File: src/rtl/emulib_ingress_pipe_buf_imp_pkg.sv
// Shared sizing helpers for the buffered ingress pipe and its prefetch FIFO.
package emulib_ingress_pipe_buf_imp_pkg;

   // Pointer width for a power-of-two FIFO; pointers wrap naturally at DEPTH.
   function automatic int ptr_w(input int depth);
      return (depth <= 2) ? 1 : $clog2(depth);
   endfunction

   // Occupancy must represent 0..DEPTH inclusive.
   function automatic int occ_w(input int depth);
      return $clog2(depth + 1);
   endfunction

endpackage

File: src/rtl/emulib_ingress_pipe_buf_imp_fifo.sv
// Regfile prefetch FIFO; zero-latency head read, write visible at head next cycle.
// No internal flow control: caller must never push when full or pop when empty.
module emulib_ingress_pipe_buf_imp_fifo
   import emulib_ingress_pipe_buf_imp_pkg::*;
#(
   parameter int DATA_WIDTH = 1,
   parameter int DEPTH      = 4
)
(
   input  logic                        clk,
   input  logic                        rst,
   input  logic                        push,
   input  logic [DATA_WIDTH-1:0]       push_data,
   input  logic                        pop,
   output logic [DATA_WIDTH-1:0]       head_data,
   output logic [$clog2(DEPTH+1)-1:0]  occupancy
);

   localparam int AW = ptr_w(DEPTH);
   localparam int OW = occ_w(DEPTH);

   logic [DATA_WIDTH-1:0] mem [DEPTH];
   logic [AW-1:0]         wr_ptr;
   logic [AW-1:0]         rd_ptr;

   always_ff @(posedge clk or posedge rst) begin
      if (rst) begin
         wr_ptr    <= '0;
         rd_ptr    <= '0;
         occupancy <= '0;
      end else begin
         if (push) wr_ptr <= wr_ptr + AW'(1);
         if (pop)  rd_ptr <= rd_ptr + AW'(1);
         if (push && !pop)      occupancy <= occupancy + OW'(1);
         else if (pop && !push) occupancy <= occupancy - OW'(1);
      end
   end

   // Storage carries no reset: contents are only observable behind occupancy.
   always_ff @(posedge clk) begin
      if (push) mem[wr_ptr] <= push_data;
   end

   assign head_data = mem[rd_ptr];

endmodule

File: src/rtl/emulib_ingress_pipe_buf_imp.sv
// Ingress pipe with DEPTH-word prefetch FIFO; tick fires same cycle a head word or empty token exists.
// Host stalls on full FIFO; empty tokens held until a tick with an empty FIFO consumes them.
module emulib_ingress_pipe_buf_imp
   import emulib_ingress_pipe_buf_imp_pkg::*;
#(
   parameter int DATA_WIDTH = 1,
   parameter int DEPTH      = 4,
   parameter int CNT_WIDTH  = 32
)
(
   input  logic                        clk,
   input  logic                        rst,
   input  logic                        enable,
   output logic                        valid,
   output logic [DATA_WIDTH-1:0]       data,
   input  logic                        tk_enable_valid,
   output logic                        tk_enable_ready,
   output logic                        tk_data_valid,
   input  logic                        tk_data_ready,
   input  logic                        stream_valid,
   input  logic [DATA_WIDTH-1:0]       stream_data,
   input  logic                        stream_empty,
   output logic                        stream_ready,
   output logic [$clog2(DEPTH+1)-1:0]  occupancy,
   output logic [CNT_WIDTH-1:0]        stall_cycles
);

   localparam int OW = occ_w(DEPTH);

   logic fifo_ne;
   logic full;
   logic bypass_empty;
   logic head_avail;
   logic tick_ok;
   logic fire;
   logic push;
   logic pop;

   assign fifo_ne      = (occupancy != '0);
   assign full         = (occupancy == OW'(DEPTH));
   assign bypass_empty = !fifo_ne && stream_valid && stream_empty;
   assign head_avail   = fifo_ne || bypass_empty;

   // A disabled tick needs nothing from the host, so it is always satisfiable.
   assign tick_ok         = !enable || head_avail;
   assign tk_data_valid   = tk_enable_valid && tick_ok;
   assign tk_enable_ready = tk_data_ready && tick_ok;
   assign fire            = tk_enable_valid && tk_data_ready && tick_ok;

   assign valid = enable && fifo_ne;
   assign pop   = fire && enable && fifo_ne;
   assign push  = stream_valid && !stream_empty && !full;

   // Ready never depends on pop for data words, keeping host ready off the tick path.
   assign stream_ready = stream_empty ? (fire && enable && !fifo_ne) : !full;

   emulib_ingress_pipe_buf_imp_fifo #(
      .DATA_WIDTH (DATA_WIDTH),
      .DEPTH      (DEPTH)
   ) u_fifo (
      .clk        (clk),
      .rst        (rst),
      .push       (push),
      .push_data  (stream_data),
      .pop        (pop),
      .head_data  (data),
      .occupancy  (occupancy)
   );

   always_ff @(posedge clk or posedge rst) begin
      if (rst) begin
         stall_cycles <= '0;
      end else if (tk_enable_valid && enable && !head_avail && (stall_cycles != '1)) begin
         stall_cycles <= stall_cycles + CNT_WIDTH'(1);
      end
   end

endmodule

File: config.mk
export PLATFORM = sky130hd
export DESIGN_NAME = emulib_ingress_pipe_buf_imp
export DESIGN_NICKNAME = d
export VERILOG_FILES = /design/src/rtl/emulib_ingress_pipe_buf_imp_pkg.sv /design/src/rtl/emulib_ingress_pipe_buf_imp_fifo.sv /design/src/rtl/emulib_ingress_pipe_buf_imp.sv
export SDC_FILE = /design/constraint.sdc
export NUM_CORES = 1
export LEC_CHECK = 0
export CAP_MARGIN = 20
export CORE_MARGIN = 5
export CORE_UTILIZATION = 50
export DETAILED_ROUTE_END_ITERATION = 10
export PLACE_DENSITY = 0.79
export SLEW_MARGIN = 40
export SYNTH_ARGS = -nofsm -noshare
export SYNTH_HDL_FRONTEND = slang
export SYNTH_SLANG_ARGS = --single-unit
export TNS_END_PERCENT = 1
File: constraint.sdc
create_clock -name clk -period 3.1 [get_ports clk]
set_input_delay 0.775 -clock clk [delete_from_list [all_inputs] [get_ports clk]]
set_output_delay 0.775 -clock clk [all_outputs]
set_load 0.05 [all_outputs]
# After elaboration in Yosys (flattened, before gate mapping)
# Memory sizes are Yosys's and may differ from the RTL's.
# Cells that the tools add are included.
# word_totals
reg_bits,39
ramBits,4
inputBits,8
output_inout_bits,40
memories,1
# op_classes
n_addsub,5
eq_ne,2
muxes,5
reduce_logical,28
# mem_list
name,depth,word_bits,read_ports,rd_clocked_by_memory_dff,wr,line_no,rtl
u_fifo.mem,4,1,1,0,1,emulib_ingress_pipe_buf_imp_fifo.sv:22,logic [DATA_WIDTH-1:0] mem [DEPTH];
# op_table
operator,n
32-bit by 1-bit adder with 32-bit output (second input constant),1
32-bit inequality test (second input constant),1
1-bit logical AND,17
1-bit zero test,7
3-bit 2-to-1 mux,2
2-bit by 1-bit adder with 2-bit output (second input constant),2
3-bit by 1-bit adder with 3-bit output (second input constant),1
3-bit equality test (second input constant),1
1-bit 2-to-1 mux,3
3-bit nonzero test,1
3-bit by 1-bit subtractor with 3-bit output (second input constant),1
1-bit logical OR,2
2-bit nonzero test,1

# Logic depth before layout (Yosys ltp)
# Gate-level depths: netlist of run 1.
# logic_depth
ltp_word,12
depth_mapped,9
depth_no_buf,9

# Modules after synthesis
# Synthesis of run 1 repeated with hierarchy kept, for this count alone.
# hier_totals
hier_cells,191
area_unflattened_um2,2173.3
# by_module_without_submodules
mod,instances,cells_each,area_per_inst_um2,seq_area_each_um2
emulib_ingress_pipe_buf_imp,1,153,1649.1,800.8
emulib_ingress_pipe_buf_imp_fifo,1,38,524.3,295.3

# Worst setup path before layout of run 1
# OpenSTA, ideal clock, no wires.
# synth_path
path_type,input port to output port
start,input enable
end,output stream_ready
arrival_ns,1.834
required_time_ns,2.325
setup_slack_ns,0.491
path_stages,4
path_cell_list,nand3_1 -> nor3_1 -> nand2_1 -> a21oi_1
# synth_via
elab_chain_cells,6
# synth_rtl
item,line_no,rtl
"start, declared",emulib_ingress_pipe_buf_imp.sv:13,"input logic enable,"
1-bit zero test,emulib_ingress_pipe_buf_imp.sv:45,assign tick_ok = !enable || head_avail;
1-bit logical OR,emulib_ingress_pipe_buf_imp.sv:45,
1-bit logical AND,emulib_ingress_pipe_buf_imp.sv:48,assign fire = tk_enable_valid && tk_data_ready && tick_ok;
1-bit logical AND * (2 in series),emulib_ingress_pipe_buf_imp.sv:55,assign stream_ready = stream_empty ? (fire && enable && !fifo_ne) : !full;
1-bit 2-to-1 mux *,emulib_ingress_pipe_buf_imp.sv:55,
"end, declared",emulib_ingress_pipe_buf_imp.sv:23,"output logic stream_ready,"
# Mark *: on every way between the ends. The rest lies on a longest branch, timed or not.

# Worst setup path after layout of run 1
# Same ends and word-level chain as after synthesis.

==> results of run 1 <==
[cells in the mapped netlist (2+ instances only)]
library cell               number  area [µm²]
sky130_fd_sc_hd__inv_1          6        22.5
sky130_fd_sc_hd__buf_2          2        10.0
sky130_fd_sc_hd__xor2_1        18         158
sky130_fd_sc_hd__nand3_1       10        50.1
sky130_fd_sc_hd__mux2_2         2        22.5
sky130_fd_sc_hd__nor3_1         6        30.0
sky130_fd_sc_hd__and3_2         3        22.5
sky130_fd_sc_hd__ha_1           6        75.1
sky130_fd_sc_hd__nor3b_1        2        15.0
sky130_fd_sc_hd__nand2_1       11        41.3
sky130_fd_sc_hd__xnor2_1       18         158
sky130_fd_sc_hd__nor4_1         7        43.8
sky130_fd_sc_hd__nor2_1         6        22.5
sky130_fd_sc_hd__and4_1         3        26.3
sky130_fd_sc_hd__nand4_1       17         106
sky130_fd_sc_hd__and3_1         7        43.8
sky130_fd_sc_hd__and2_1         7        43.8
sky130_fd_sc_hd__dfrtp_1       39         976
sky130_fd_sc_hd__and4_2         2        20.0
sky130_fd_sc_hd__edfxtp_1       4         120
[stage by stage]
stage	setup WS (ns)	cell area, µm²	util
floorplan	0.491	2190	-
global placement	0.310	2790	0.649
detailed placement	0.235	2790	0.649
CTS	0.233	2870	0.668
global route	0.149	2870	0.668
finish	0.232	2870	0.668
[flip-flops by register name, indices dropped and copies added, names as in the netlist]
| name | cells |
|---|---|
| u_fifo.mem | 4 |
| u_fifo.rd_ptr | 2 |
| u_fifo.occupancy | 3 |
| stall_cycles | 32 |
| u_fifo.wr_ptr | 2 |
[worst max-delay path, delay by kind of cell]
kind,cells,cell delay (ns)
buf+inv,2,0.71
simple gates,3,0.36
compound gates,1,0.23
[path summary, 6_finish.rpt]
path,end,slack [ns]
worst max-delay path,stream_ready,0.23
worst max register to register,stall_cycles[29],0.97
worst min register to register,u_fifo.rd_ptr[1],0.49
min in group asynchronous,stall_cycles[12],0.90
worst min-delay path,u_fifo.rd_ptr[1],0.49
max in group asynchronous,stall_cycles[1],1.87
[kinds of logic after synthesis]
| group | synth area share |
|---|---|
| adder cells (fa/ha/maj) | 0.0434 |
| XOR/XNOR | 0.144 |
| buffers and inverters | 0.0217 |
| AND/OR/NAND/NOR | 0.255 |
| flip-flops | 0.500 |
| multiplexers | 0.0206 |
| AO/OA/AOI/OAI | 0.0154 |
[area by class of cell]
class                           count  area share
Multi-Input combinational cell    140       0.365
Timing Repair Buffer               53       0.194
Inverter                            6     0.00785
Sequential cell                    43       0.382
Tap cell                           52      0.0227
Clock inverter                      1     0.00175
Clock buffer                        7      0.0266
[power groups by stage]
stage                     Clock, mW  Sequential, mW  Combinational, mW
after global routing          0.366           0.753              0.620
after detailed placement          0           0.748              0.575
after floorplan                   0           0.869              0.246
after CTS                     0.344           0.738              0.581
final                         0.335           0.735              0.572
after global placement            0           0.746              0.570
[metal layers]
layer,share of wire,wire length [µm],vias up,GRT usage
li1,-,-,811,-
met1,0.48,2130,781,0.243
met2,0.46,2070,39,0.246
met3,0.042,186,7,0.0296
met4,0.019,84,0,0.0577
met5,0,0,-,0
[layout by cell type (no fill, tap or decap), types with 2 or more instances in the layout]
| master | n |
|---|---|
| sky130_fd_sc_hd__xnor2_1 | 18 |
| sky130_fd_sc_hd__mux2_2 | 2 |
| sky130_fd_sc_hd__and3_1 | 7 |
| sky130_fd_sc_hd__clkbuf_8 | 5 |
| sky130_fd_sc_hd__nor2_1 | 6 |
| sky130_fd_sc_hd__nor3b_1 | 2 |
| sky130_fd_sc_hd__nor4_1 | 7 |
| sky130_fd_sc_hd__buf_4 | 6 |
| sky130_fd_sc_hd__and3_2 | 3 |
| sky130_fd_sc_hd__xor2_1 | 18 |
| sky130_fd_sc_hd__and4_1 | 3 |
| sky130_fd_sc_hd__ha_1 | 6 |
| sky130_fd_sc_hd__and4_2 | 2 |
| sky130_fd_sc_hd__dfrtp_1 | 39 |
| sky130_fd_sc_hd__nand2_1 | 11 |
| sky130_fd_sc_hd__and2_1 | 7 |
| sky130_fd_sc_hd__clkbuf_1 | 2 |
| sky130_fd_sc_hd__inv_1 | 6 |
| sky130_fd_sc_hd__buf_12 | 4 |
| sky130_fd_sc_hd__clkdlybuf4s50_1 | 43 |
| sky130_fd_sc_hd__edfxtp_1 | 4 |
| sky130_fd_sc_hd__nand3_1 | 10 |
| sky130_fd_sc_hd__nor3_1 | 6 |
| sky130_fd_sc_hd__nand4_1 | 17 |
==> results.cfg, run 1 <==
[drt]
routed_wl_um = 4470
route.vias.total = 1638
drtAntennaViolNets = 0
drt_pass1_iterations = 4
dr.first_iter.drc_count = 78
vias_per_inst = 5.42
avgRoutedWirePerCell_um = 14.8
route.detailed.drc = 0

[power]
vdd.ir_drop.worst_uv = 489
power.share.switching = 0.371
clock_power_share = 0.204
power_frac_seq = 0.448
switching_power_mw = 0.609
design_power_total_mw = 1.64
internal_power_mw = 1.03
combinationalPowerShare = 0.349
power.density_cell_area_nw_per_um2 = 573
total_leakage_power_nw = 1.27

[min_path]
timing.hold.worst.class = flop to flop
holdCritStartpoint = u_fifo.rd_ptr[1]
worst_hold_path.num_cells = 1

[clock_tree]
clkLatencyLatePin_ns = 0.29
clock_path_buffers = 2
clk_root_buffer_cell = sky130_fd_sc_hd__clkbuf_8
cts.repair.resized = 0
clock_pin_slew_worst_setup_and_hold_paths_ns = 0.07
ctsHtreeMaxLevel = 2
holdBufCountCts = 0
cts.sinks = 43
tritoncts.num_buffers = 5
postCtsSetupBuffers = 0
tritoncts_clock_tree = built

[final_layout]
finalNetCount = 264
regArea_um2 = 1100
footprint_of_the_multi_input_gates_um2 = 1050
synthToLayoutAreaGrowth_pct = 30.9
layout.cells.non_filler = 302
layout-drive-gt1-share = 0.120
antenna_cells_inserted = 0
layout.filler_cells = 342

[timing]
grt_setup_unrepaired = false
hold_viol = 0
timing_max_transition_violations_final = 0
totalNegativeSetupSlack_ns = 0
min_period_ns = 2.87
final_min_period_over_clock_period = 0.925
timing_worst_slew_pin_value_ns = 0.559
timing.slew.headroom = 0.625
timing.final.setup_violations = 0
finalHoldWorstSlack_ns = 0.492
achievable-frequency_mhz = 349
worst_clock_skew_ns = 0.00503

[global_routing]
track_usage = 0.165
grt_pass1_wl_um = 7940
grt_start_max_net_pins = 40
grt_overflow_total = 0
number_of_global_route_vias_before_repair = 1607
grt_antenna_before_repair = 0

[worst_setup_path]
worst_setup_path_start_kind = input pin
timing.critical_path.slowest_cell_delay_ns = 0.54
worstPathArrival_ns = 2.09
timing_worst_setup_path_type = input pin to primary output
crit_path_max_fanout = 5
critical_path.cell_chain = clkdlybuf4s50_1, nand3_1, nor3_1, nand2_1, a21oi_1, buf_12
setup.worst_path.start = enable
worst_setup_path_end_kind = primary output
regToRegStartpoint = stall_cycles[0]
ff2ff_path_depth = 6
crit_path_top_delay_cell = sky130_fd_sc_hd__clkdlybuf4s50_1
critical_path_required_ns = 2.32

[die]
starting_density = 0.510
core_region_area_um2 = 4290
chipHeight_um = 76.2
i_o_pin_count = 48
dieWidth_um = 76.2
design.die.area_um2 = 5810
floorplan.rows = 24

[placement]
numPlacedInstances = 294
gp_congestion = 0.809
io_buffers = 47
place.detailed.hpwl_um = 3400

[yosys]
post_synth_inst_count = 193
synth_enable_flop_cells = 4
avgSynthCellArea_um2 = 11.4
syn_area_um2 = 2190
synth.ff_latch_count = 43
syn-num-nets = 208
yosys_warnings = 0
synth-async-reset-ratio = 0.907
postSynth.topFlopCell = sky130_fd_sc_hd__dfrtp_1
synth_cell_type_count = 37
seq_area_frac_synth = 0.500

[outcome]
outcome = complete, no violations

[flow_run]
max_cap_viol_count = 0
No activity file was read; power rests on OpenSTA's default activity.
==> inputs of run 2 (changes only) <==
--- a/config.mk
+++ b/config.mk
@@ -6,11 +6,12 @@
 export NUM_CORES = 1
 export LEC_CHECK = 0
 export CAP_MARGIN = 20
+export CORE_ASPECT_RATIO = 0.6
 export CORE_MARGIN = 5
-export CORE_UTILIZATION = 50
+export CORE_UTILIZATION = 54
 export DETAILED_ROUTE_END_ITERATION = 10
-export PLACE_DENSITY = 0.79
-export SLEW_MARGIN = 40
+export PLACE_DENSITY = 0.84
+export SLEW_MARGIN = 0
 export SYNTH_ARGS = -nofsm -noshare
 export SYNTH_HDL_FRONTEND = slang
 export SYNTH_SLANG_ARGS = --single-unit
==> constraint.sdc (replaced) <==
create_clock -name clk -period 3.4 [get_ports clk]
set_input_delay 0.85 -clock clk [delete_from_list [all_inputs] [get_ports clk]]
set_output_delay 0.85 -clock clk [all_outputs]
set_load 0.05 [all_outputs]
==> run 2 against run 1 <==
Against the previous run:
- global-route usage increased by 3.5 points
- worst hold slack got worse by 0.0046 ns
- register-to-register slack improved by 0.27 ns
- critical path type unchanged
- total power decreased by 4.0%
- critical path depth unchanged
- count of clock-buffer cells in the layout unchanged
- flip-flop and latch count unchanged
- utilization increased by 9.1 points
- clock skew increased by 0.0068 ns
- first-iteration DRC count increased by 49%
==> results.cfg, run 2 (synthesis results as in run 1) <==
[worst_setup_path]
crit_path_max_fanout = 5
crit_path_top_delay_cell = sky130_fd_sc_hd__clkdlybuf4s50_1
worst_setup_path_end_kind = primary output
worst_setup_path_start_kind = input pin
worstPathArrival_ns = 2.17
worst_path_top_cell_family_by_delay = buffers and inverters
timing.critical_path.slowest_cell_delay_ns = 0.54
r2r_slack_ns = 1.24
critical_path_buf_inv_count = 2
critical_path.cell_chain = clkdlybuf4s50_1, nand3_1, nor3_1, nand2_1, a21oi_1, buf_12
timing_worst_setup_path_type = input pin to primary output
critical_path_required_ns = 2.55

[die]
dieWidth_um = 92.2
starting_density = 0.579
i_o_pin_count = 48
design.die.area_um2 = 5470
floorplan.rows = 17
core_region_area_um2 = 3790
chipHeight_um = 59.3

[global_routing]
grt_antenna_before_repair = 0
grt_start_max_net_pins = 40
number_of_global_route_vias_before_repair = 1724
track_usage = 0.201
grt_overflow_total = 0
grt_pass1_wl_um = 8670

[final_layout]
reg_top3 = stall_cycles: 32 flops, u_fifo.mem: 4 flops, u_fifo.occupancy: 3 flops
antenna_cells_inserted = 0
layout-drive-gt1-share = 0.120
mostFrequentLayoutCell = sky130_fd_sc_hd__clkdlybuf4s50_1
finalNetCount = 264
largest_register_ffs = 32
regMostFlops = stall_cycles
final_cell_mix = sky130_fd_sc_hd__clkdlybuf4s50_1 (43), sky130_fd_sc_hd__dfrtp_1 (39), sky130_fd_sc_hd__xor2_1 (18), sky130_fd_sc_hd__xnor2_1 (18), sky130_fd_sc_hd__nand4_1 (17)
synthToLayoutAreaGrowth_pct = 31.2
layout.filler_cells = 270
final_cell_utilization_of_the_core = 0.759

[clock_tree]
postCtsSetupBuffers = 0
ctsHtreeMaxLevel = 2
clkLatencyLatePin_ns = 0.29
tritoncts_clock_tree = built
clk_root_buffer_cell = sky130_fd_sc_hd__clkbuf_8
cts.sinks = 43
cts.repair.resized = 0
holdBufCountCts = 0
clock_path_buffers = 2
tritoncts.num_buffers = 5
clock_pin_slew_worst_setup_and_hold_paths_ns = 0.08

[timing]
timing_max_transition_violations_final = 0
final_min_period_over_clock_period = 0.887
timing.final.setup_violations = 0
totalNegativeSetupSlack_ns = 0
min_period_ns = 3.02
worst_clock_skew_ns = 0.0118
timing_worst_slew_pin_value_ns = 0.531
grt_setup_unrepaired = false
hold_viol = 0
timing.slew.headroom = 0.645
achievable-frequency_mhz = 332

[min_path]
timing.hold.worst.class = flop to flop

[outcome]
outcome = complete, no violations

[power]
vdd.ir_drop.worst_uv = 662
power.density_cell_area_nw_per_um2 = 548
total_leakage_power_nw = 1.27

[placement]
place.detailed.hpwl_um = 3840
gp_congestion = 0.836
io_buffers = 47

[flow_run]
max_cap_viol_count = 0

[drt]
drt_pass1_iterations = 4
route.detailed.drc = 0
drtAntennaViolNets = 0
route.vias.total = 1711
dr.first_iter.drc_count = 116
routed_wl_um = 5060
vias_per_inst = 5.76
avgRoutedWirePerCell_um = 17.0
## run 2: changes by cell type in the layout (fill, tap and decap cells not counted), sizes merged
cell    change
bufinv      +1
clkinv      -1
## run 2: final timing paths
kind / startpoint / end / cells past startpoint
setup / recovery: enable / stream_ready / 6
min in group asynchronous: rst / u_fifo.rd_ptr[1] / 3
setup reg to reg: stall_cycles[0] / stall_cycles[2] / 6
hold / removal: stall_cycles[7] / stall_cycles[7] / 1
hold reg to reg: stall_cycles[7] / stall_cycles[7] / 1
max in group asynchronous: rst / stall_cycles[21] / 3
## run 2: cell type report
class                   count  area (µm²)  area share
clock inverters             1        30.0      0.0104
flip-flops and latches     43        1100       0.381
well taps                  47        58.8      0.0205
repair buffers             53         543       0.189
clock buffers               7        76.3      0.0266
multi-input cells         140        1050       0.364
inverters                   6        22.5     0.00784
## run 2: where the power goes
part	leakage, nW	switching (mW)	internal, mW
sequential	0.563	0.0877	0.584
combinational	0.656	0.314	0.206
clock	0.0524	0.164	0.220
## run 2: stage by stage
step                total power, mW  hold WS, ns  setup slack (ns)  std cells  instance area [µm²]
finish                         1.58        0.488             0.385        297                 2870
global placement               1.19        0.472             0.460        289                 2770
detailed placement             1.20        0.473             0.401        289                 2770
floorplan                      1.02        0.453             0.641        193                 2190
global route                   1.66        0.519             0.248        297                 2870
CTS                            1.58        0.488             0.391        297                 2870
## run 2: routing by layer
layer,part of all wire,up-vias,global-route usage
met2,0.45,61,0.304
li1,-,811,-
met1,0.49,837,0.305
met3,0.065,2,0.0482
met5,0,-,0
met4,0.0020,0,0.0190
## run 2: worst reg2reg max path: cells and delay by family (launching register included)
| family | cells | cell delay (ns) |
|---|---|---|
| and+or+nand+nor | 4 | 1.32 |
| xor gates and xnor gates | 1 | 0.14 |
| DFF | 1 | 0.40 |
| adders and majority gates | 1 | 0.21 |
